`src/rtl/axil_slave_regfile.sv`:
```
// AXI4-Lite responder that terminates a write/read link in a bank of 32-bit registers.
// Register 0 is a read-only ID word; writes to it are acknowledged but have no effect.
module axil_slave_regfile #(
    parameter int          C_AXI_DATA_WIDTH = 32,
    parameter int          C_AXI_ADDR_WIDTH = 8,
    parameter int          NUM_REGS         = 16,
    parameter logic [31:0] ID_VALUE         = 32'h5345_5255
) (
    input  logic                          AXI_ACLK,
    input  logic                          AXI_ARESET,
    input  logic [C_AXI_ADDR_WIDTH-1:0]   AXI_AWADDR,
    input  logic [2:0]                    AXI_AWPROT,
    input  logic                          AXI_AWVALID,
    output logic                          AXI_AWREADY,
    input  logic [31:0]                   AXI_WDATA,
    input  logic [3:0]                    AXI_WSTRB,
    input  logic                          AXI_WVALID,
    output logic                          AXI_WREADY,
    output logic [1:0]                    AXI_BRESP,
    output logic                          AXI_BVALID,
    input  logic                          AXI_BREADY,
    input  logic [C_AXI_ADDR_WIDTH-1:0]   AXI_ARADDR,
    input  logic [2:0]                    AXI_ARPROT,
    input  logic                          AXI_ARVALID,
    output logic                          AXI_ARREADY,
    output logic [31:0]                   AXI_RDATA,
    output logic [1:0]                    AXI_RRESP,
    output logic                          AXI_RVALID,
    input  logic                          AXI_RREADY,
    output logic [32*NUM_REGS-1:0]        regs_o,
    output logic [NUM_REGS-1:0]           wr_pulse_o
);

    localparam int                 IDX_W      = C_AXI_ADDR_WIDTH - 2;
    localparam logic [IDX_W:0]     NUM_REGS_L = (IDX_W + 1)'(NUM_REGS);
    localparam logic [1:0]         RESP_OKAY  = 2'b00;
    localparam logic [1:0]         RESP_SLV   = 2'b10;

    generate
        if (C_AXI_DATA_WIDTH != 32) begin : g_bad_data_width
            $error("axil_slave_regfile supports only a 32-bit data width");
        end
        if ((NUM_REGS < 2) || (NUM_REGS > (1 << IDX_W))) begin : g_bad_num_regs
            $error("axil_slave_regfile NUM_REGS outside the decodable range");
        end
    endgenerate

    logic             aw_held_q, aw_held_d;
    logic [IDX_W-1:0] aw_idx_q, aw_idx_d;
    logic             w_held_q, w_held_d;
    logic [31:0]      w_data_q, w_data_d;
    logic [3:0]       w_strb_q, w_strb_d;
    logic             bvalid_q, bvalid_d;
    logic [1:0]       bresp_q, bresp_d;
    logic             rvalid_q, rvalid_d;
    logic [1:0]       rresp_q, rresp_d;
    logic [31:0]      rdata_q, rdata_d;
    logic [NUM_REGS-1:0] wr_pulse_q, wr_pulse_d;
    logic [31:0]      regs_q [1:NUM_REGS-1];
    logic [31:0]      regs_d [1:NUM_REGS-1];

    logic             aw_hs_s, w_hs_s, ar_hs_s, commit_s, wr_en_s;
    logic             wr_in_range_s, rd_in_range_s;
    logic [IDX_W-1:0] cur_idx_s, ar_idx_s;
    logic [31:0]      cur_data_s, rd_word_s;
    logic [3:0]       cur_strb_s;
    logic             unused_s;

    assign unused_s = ^{AXI_AWPROT, AXI_ARPROT, AXI_AWADDR[1:0], AXI_ARADDR[1:0]};

    // Handshake readiness, gated off while reset is asserted.
    always_comb begin
        AXI_AWREADY = !aw_held_q && !bvalid_q && !AXI_ARESET;
        AXI_WREADY  = !w_held_q  && !bvalid_q && !AXI_ARESET;
        AXI_ARREADY = !rvalid_q  && !AXI_ARESET;
        AXI_BVALID  = bvalid_q;
        AXI_BRESP   = bresp_q;
        AXI_RVALID  = rvalid_q;
        AXI_RRESP   = rresp_q;
        AXI_RDATA   = rdata_q;
        wr_pulse_o  = wr_pulse_q;
    end

    // Flat register export with the ID word in slot 0.
    always_comb begin
        regs_o[31:0] = ID_VALUE;
        for (int i = 1; i < NUM_REGS; i++) begin
            regs_o[32*i +: 32] = regs_q[i];
        end
    end

    // Write path: capture AW/W independently, commit once both are available.
    always_comb begin
        aw_hs_s    = AXI_AWVALID && AXI_AWREADY;
        w_hs_s     = AXI_WVALID && AXI_WREADY;
        commit_s   = (aw_held_q || aw_hs_s) && (w_held_q || w_hs_s);
        cur_idx_s  = aw_held_q ? aw_idx_q : AXI_AWADDR[C_AXI_ADDR_WIDTH-1:2];
        cur_data_s = w_held_q ? w_data_q : AXI_WDATA;
        cur_strb_s = w_held_q ? w_strb_q : AXI_WSTRB;
        wr_in_range_s = ({1'b0, cur_idx_s} < NUM_REGS_L);
        wr_en_s    = commit_s && wr_in_range_s;

        aw_held_d = commit_s ? 1'b0 : (aw_hs_s ? 1'b1 : aw_held_q);
        aw_idx_d  = aw_hs_s ? AXI_AWADDR[C_AXI_ADDR_WIDTH-1:2] : aw_idx_q;
        w_held_d  = commit_s ? 1'b0 : (w_hs_s ? 1'b1 : w_held_q);
        w_data_d  = w_hs_s ? AXI_WDATA : w_data_q;
        w_strb_d  = w_hs_s ? AXI_WSTRB : w_strb_q;

        // No commit can coincide with a pending B, since AW/W are refused then.
        if (commit_s) begin
            bvalid_d = 1'b1;
            bresp_d  = wr_in_range_s ? RESP_OKAY : RESP_SLV;
        end else if (bvalid_q && AXI_BREADY) begin
            bvalid_d = 1'b0;
            bresp_d  = bresp_q;
        end else begin
            bvalid_d = bvalid_q;
            bresp_d  = bresp_q;
        end

        wr_pulse_d = {NUM_REGS{1'b0}};
        for (int i = 1; i < NUM_REGS; i++) begin
            if (wr_en_s && (cur_idx_s == IDX_W'(i))) begin
                wr_pulse_d[i] = 1'b1;
                for (int b = 0; b < 4; b++) begin
                    regs_d[i][8*b +: 8] = cur_strb_s[b] ? cur_data_s[8*b +: 8]
                                                        : regs_q[i][8*b +: 8];
                end
            end else begin
                regs_d[i] = regs_q[i];
            end
        end
    end

    // Read path: sample the addressed register at the AR handshake, hold until R completes.
    always_comb begin
        ar_hs_s       = AXI_ARVALID && AXI_ARREADY;
        ar_idx_s      = AXI_ARADDR[C_AXI_ADDR_WIDTH-1:2];
        rd_in_range_s = ({1'b0, ar_idx_s} < NUM_REGS_L);
        rd_word_s     = (ar_idx_s == {IDX_W{1'b0}}) ? ID_VALUE : 32'h0000_0000;
        for (int i = 1; i < NUM_REGS; i++) begin
            rd_word_s = (ar_idx_s == IDX_W'(i)) ? regs_q[i] : rd_word_s;
        end

        if (ar_hs_s) begin
            rvalid_d = 1'b1;
            rdata_d  = rd_in_range_s ? rd_word_s : 32'h0000_0000;
            rresp_d  = rd_in_range_s ? RESP_OKAY : RESP_SLV;
        end else if (rvalid_q && AXI_RREADY) begin
            rvalid_d = 1'b0;
            rdata_d  = 32'h0000_0000;
            rresp_d  = RESP_OKAY;
        end else begin
            rvalid_d = rvalid_q;
            rdata_d  = rdata_q;
            rresp_d  = rresp_q;
        end
    end

    // State registers with synchronous reset; reset discards any in-flight transfer.
    always_ff @(posedge AXI_ACLK) begin
        if (AXI_ARESET) begin
            aw_held_q  <= 1'b0;
            aw_idx_q   <= {IDX_W{1'b0}};
            w_held_q   <= 1'b0;
            w_data_q   <= 32'h0000_0000;
            w_strb_q   <= 4'h0;
            bvalid_q   <= 1'b0;
            bresp_q    <= 2'b00;
            rvalid_q   <= 1'b0;
            rresp_q    <= 2'b00;
            rdata_q    <= 32'h0000_0000;
            wr_pulse_q <= {NUM_REGS{1'b0}};
            for (int i = 1; i < NUM_REGS; i++) begin
                regs_q[i] <= 32'h0000_0000;
            end
        end else begin
            aw_held_q  <= aw_held_d;
            aw_idx_q   <= aw_idx_d;
            w_held_q   <= w_held_d;
            w_data_q   <= w_data_d;
            w_strb_q   <= w_strb_d;
            bvalid_q   <= bvalid_d;
            bresp_q    <= bresp_d;
            rvalid_q   <= rvalid_d;
            rresp_q    <= rresp_d;
            rdata_q    <= rdata_d;
            wr_pulse_q <= wr_pulse_d;
            for (int i = 1; i < NUM_REGS; i++) begin
                regs_q[i] <= regs_d[i];
            end
        end
    end

endmodule

```
`config.mk`:
```
export PLATFORM = sky130hd
export DESIGN_NAME = axil_slave_regfile
export DESIGN_NICKNAME = d
export VERILOG_FILES = /design/src/rtl/axil_slave_regfile.sv
export SDC_FILE = /design/constraint.sdc
export NUM_CORES = 1
export LEC_CHECK = 0
export ABC_AREA = 1
export CELL_PAD_IN_SITES_DETAIL_PLACEMENT = 1
export CELL_PAD_IN_SITES_GLOBAL_PLACEMENT = 1
export CORE_UTILIZATION = 29
export CTS_CLUSTER_DIAMETER = 200
export DETAILED_ROUTE_END_ITERATION = 10
export PLACE_DENSITY = 0.8
export SLEW_MARGIN = 20
export SYNTH_ARGS = -nofsm -noshare
export SYNTH_HDL_FRONTEND = slang
export SYNTH_SLANG_ARGS = --single-unit
```
`constraint.sdc`:
```
create_clock -name AXI_ACLK -period 5.9 [get_ports AXI_ACLK]
set_input_delay 1.18 -clock AXI_ACLK [delete_from_list [all_inputs] [get_ports AXI_ACLK]]
set_output_delay 1.18 -clock AXI_ACLK [all_outputs]
set_load 0.01 [all_outputs]
```
After elaboration in Yosys (flattened, before gate mapping) --
Memory sizes are Yosys's and may differ from the RTL's. Index checks and enable logic that the tools add are counted.
Operators by class: equal/unequal tests 30, bitwise operators 15, reduce and logical (&&, ||, !) cells 38, multiplexer cells 138, $lt $le $gt $ge 2
Operators by type and width (count):
- $mux W32 | 49
- $mux W8 | 60
- $eq A6 B4 Y1 const B | 16
- $eq A6 B3 Y1 const B | 8
- $mux W31 | 1
- $logic_and A1 B1 Y1 | 27
- $eq A6 B2 Y1 const B | 4
- $mux W1 | 22
- $or A1 B1 Y1 | 15
- $eq A6 B1 Y1 const B | 2
- $lt A6 B5 Y1 const B | 2
- $mux W2 | 4
- $logic_not A6 Y1 | 1
- $mux W6 | 1
- $logic_not A1 Y1 | 5
- $mux W4 | 1
- $reduce_bool A2 Y1 | 2
- $logic_or A1 B1 Y1 | 2
- $reduce_or A2 Y1 | 1
Storage, ports and cells: memories kept 1, memory bits (writable) 480, output and inout port bits 569, logic and storage cells 236, register bits 98
Memories:
- regs_q | depth 15, width 32, rd ports 15, clocked after memory_dff 0, wr ports 15, RTL line 59 | logic [31:0] regs_q [1:NUM_REGS-1];

Logic depth before layout (Yosys ltp) --
depth in word-level cells 19, depth in mapped cells 18, depth with buffers taken out 16

Least setup slack after synthesis --
OpenSTA, ideal clock, no wires.
path type input port to flip-flop, from in AXI_ARESET, to reg, netlist name regs_q[0][253], setup time 120 ps, setup slack 3058 ps, arrival 2722 ps, stages on the path 13, path through nor3_2 nand2_1 inv_2 nor2_1 inv_2 o211ai_2 clkinv_4 nand3_4 nor2_8 nand2_2 buf_2 o21ai_0 a21oi_1
RTL lines:
- start: declaration | RTL line 10 | input logic AXI_ARESET,

Final worst setup path --
from in AXI_ARADDR[2], to reg rdata_q[11] (netlist: AXI_RDATA[11])
On the way: longest elaborated chain between the ends 18, elaborated cells on any way between the ends 33, classes of those cells order compare (1); eq/ne (15); mux (17)
RTL lines:
- start: declaration | RTL line 22 | input logic [C_AXI_ADDR_WIDTH-1:0] AXI_ARADDR,
- $eq A6 B1 Y1 | RTL line 142 | rd_word_s = (ar_idx_s == IDX_W'(i)) ? regs_q[i] : rd_word_s;
- $mux W32 (15 in series) | RTL line 142
- $mux W32 * | RTL line 147 | rdata_d = rd_in_range_s ? rd_word_s : 32'h0000_0000;
- $mux W32 * | RTL line 145 | if (ar_hs_s) begin
- end signal: assignment | RTL line 187 | rdata_q <= rdata_d;
- end: declaration | RTL line 57 | logic [31:0] rdata_q, rdata_d;
Mark *: on every way between the ends. The rest lies on a longest branch, timed or not. A chain may end at the register's enable or synchronous reset.

==> impl_metrics.py <==
metrics = {
    "synth": {
        "synthArstFlopShare": 0,
        "synth-edff-count": 0,
        "syn-mean-instance-area_sq_um": 7.035,
        "ys_top_cells_by_count": "743 x nand2_1, 619 x a21oi_1, 575 x dfxtp_1",
        "synth.top_cell.area_share": 0.4585,
        "synthTopCellsByArea": "dfxtp_1 46%, a21oi_1 12%, nand2_1 11%, o21ai_0 7.2%, nand3_1 5.0%",
        "synth_top_area_cell": "dfxtp_1",
        "synth_area_sq_um": 25110,
        "synth_top_flop_cell": "dfxtp_1",
        "synth_cell_types": 32,
        "ys_ff_latch": 575,
        "synth.most_common_cell": "nand2_1",
        "ys.warnings.count": 0,
        "syn_inst": 3569,
        "ys_seq_area_frac": 0.4585,
    },
    "floorplanning": {
        "num_rows": 107,
        "die-area_sq_um": 87760,
        "die_h_microns": 296.2,
        "die_x_microns": 296.2,
        "start_util": 0.2939,
        "core_area_sq_um": 85410,
        "boundaryPins": 634,
    },
    "timing": {
        "fmax_ghz": 0.2303,
        "slew_headroom": 0.2020,
        "fin_hold_ws_ns": 0.4535,
        "hold_violations": 0,
        "period_needed_ns": 4.341,
        "finalSetupViolCount": 0,
        "worstMarginPinSlew_ns": 1.197,
        "setup_tns_ns": 0,
        "fin_skew_ns": 0.02295,
        "fin_crit_sh": 0.7358,
        "maxSlewViolCount": 0,
        "rsz0062_at_grt": "false",
    },
    "setup_path": {
        "crit_end": "AXI_RDATA[11]",
        "rrSetupSlack_ns": 2.26,
        "path_class": "in2reg",
        "r2r.worst_path.cells": 12,
        "path_max_fanout": 17,
        "start_kind": "input pin",
        "cp_slowest_cell": "nor2_1",
        "crit_arrival_ns": 4.86,
        "cp_data_required_time_ns": 6.42,
        "critical_path.max_stage_delay_ns": 0.78,
        "worst_r2r_endpoint": "regs_q[0][299]",
        "rr_startpoint": "aw_held_q",
        "crit_path_start": "AXI_ARADDR[2]",
        "crit_top_cell": "nand2_1",
        "crit_path_end_kind": "register",
        "crit_chain": "clkdlybuf4s50_1 > buf_4 > nand2_1 > nor2_1 > nand2_1 > inv_1 > buf_4 > a21oi_1 > nand3_1 > nand2_1 > nand3_1 > nand2_1 > nand4_1 > nand2_1 > nand2_1 > nand2_1 > a21oi_1",
    },
    "clock_tree": {
        "ctsHoldBuffers": 0,
        "h-tree-depth": 3,
        "postCtsSetupBuffers": 0,
        "cts.sinks": 575,
        "cts_tree": "built",
        "numCtsBuffers": 72,
        "cts_root_buffer": "clkbuf_16",
        "clock_path_buffers": 3,
        "cts_resized": 0,
        "clock_latency_ns": 0.62,
        "clkTransAtPathRegs_ns": 0.06,
    },
    "outcome": {
        "outcome": "finished clean",
    },
    "power_and_ir_drop": {
        "p_int_mw": 6.766,
        "switching_share": 0.2653,
        "p_seq_frac": 0.427,
        "clockPowerShare": 0.497,
        "powerDensity_nw_per_um2": 267.4,
        "p_sw_mw": 2.443,
        "ir_worst_vdd_mv": 0.2301,
        "p_comb_frac": 0.076,
        "leakage_nw": 11.83,
    },
    "final_layout": {
        "syn2layout_area_growth_pct": 37.16,
        "drive_gt1_frac": 0.06729,
        "design_area_sq_um": 34440,
        "ff_latch_area_sq_um": 11510,
        "layout.nets": 4097,
        "layoutNonFillerInstCount": 5236,
        "nFillCells": 10543,
        "multi_input_area_sq_um": 11670,
    },
    "placement": {
        "place_hpwl_microns": 93350,
        "placedInstanceArea_sq_um": 31960,
        "gp_congestion": 0.9040,
        "portBuffers": 588,
        "dp_cells": 5102,
    },
    "detailed_routing": {
        "drt_iter0_drc": 1804,
        "wl_microns": 127600,
        "drt-pass1-iter-count": 5,
        "ant_nets": 0,
        "wire_per_inst_microns": 24.38,
        "drc": 0,
        "viasPerCell": 5.279,
        "vias": 27641,
    },
    "global_route": {
        "first_global_vias": 27470,
        "gr-usage-all-layers": 0.2824,
        "overflow": 0,
        "grt_antenna_before_repair": 14,
        "grt_pass1_wl_microns": 184300,
        "grt_max_degree": 153,
    },
    "worst_hold_path": {
        "hp-start": "aw_idx_q[1]",
        "worstHoldPathType": "reg2reg",
    },
    "flow_run": {
        "maxCapViolations": 0,
    },
}
-- layout by cell type, fill, tap and decap left out, drive strengths merged --
cell	count
a21oi	619
diode	5
a211oi	2
conb	35
clkbuf	100
bufinv	5
nor3	22
inv	239
nor2	284
clkinvlp	1
nand4	104
nand2	759
o211ai	10
buf	71
clkinv	24
a21boi	1
nand3	255
o21bai	2
dfxtp	575
o21ai	392
clkdlybuf4s50	587
-- power by group through the flow --
stage	logic [mW]	clock network, mW	registers [mW]
floorplan	0.388	0	4.01
global placement	0.677	0	4.02
global route	0.750	4.80	3.93
detailed placement	0.693	0	4.02
CTS	0.697	4.66	3.93
finish	0.701	4.58	3.93
-- area by class of cell --
type	instances	area share
Timing Repair Buffer	658	0.1879
Clock inverter	29	0.009883
Antenna cell	5	0.0003633
Tap cell	1144	0.04157
Clock buffer	100	0.06039
Sequential cell	575	0.3343
Inverter	240	0.02667
Multi-Input combinational cell	2485	0.3390
-- critical path: cells and delay by family --
family,cells,cell delay (ns)
buf+inv,4,1.66
simple gates,11,1.77
compound gates,2,0.24
-- metal layers --
| layer | vias to the layer above | GRT usage | wire length, microns |
|---|---|---|---|
| li1 | 12771 | - | - |
| met1 | 13622 | 0.3350 | 51300 |
| met2 | 942 | 0.4666 | 59740 |
| met3 | 288 | 0.08866 | 10670 |
| met4 | 18 | 0.1225 | 5826 |
| met5 | - | 0 | 112 |
-- kinds of logic (layout without fill, tap and decap cells) --
kind of cell	Yosys count	in the layout	share of synthesized area
other cells	2	40	0.0002991
flops	575	575	0.4585
buf+inv	542	1027	0.09020
compound gates	1026	1026	0.2064
simple gates	1424	1424	0.2446
-- state kept, by name, summed over array words and instances (netlist names), 4 cells and up --
name / cells
AXI_RDATA: 32
w_data_q: 32
wr_pulse_o: 15
w_strb_q: 4
regs_q: 480
aw_idx_q: 6
-- through the flow --
stage	utilization	power [mW]	setup WS [ns]
2_1_floorplan	-	4.402	3.058
3_3_place_gp	0.3741	4.692	1.097
3_5_place_dp	0.3742	4.710	1.029
4_1_cts	0.4025	9.286	1.673
5_1_grt	0.4030	9.487	1.482
6_report	0.4032	9.209	1.559
-- worst min path at each step --
stage	depth (start not counted)	slack (ns)	end
5_1_grt	2	0.48	aw_idx_q[1]
3_3_place_gp	2	0.44	aw_idx_q[3]
3_5_place_dp	2	0.45	w_data_q[19]
2_1_floorplan	2	0.42	w_data_q[22]
4_1_cts	2	0.46	w_data_q[19]
6_report	2	0.45	aw_idx_q[1]
(Power assumes the default switching activity.)
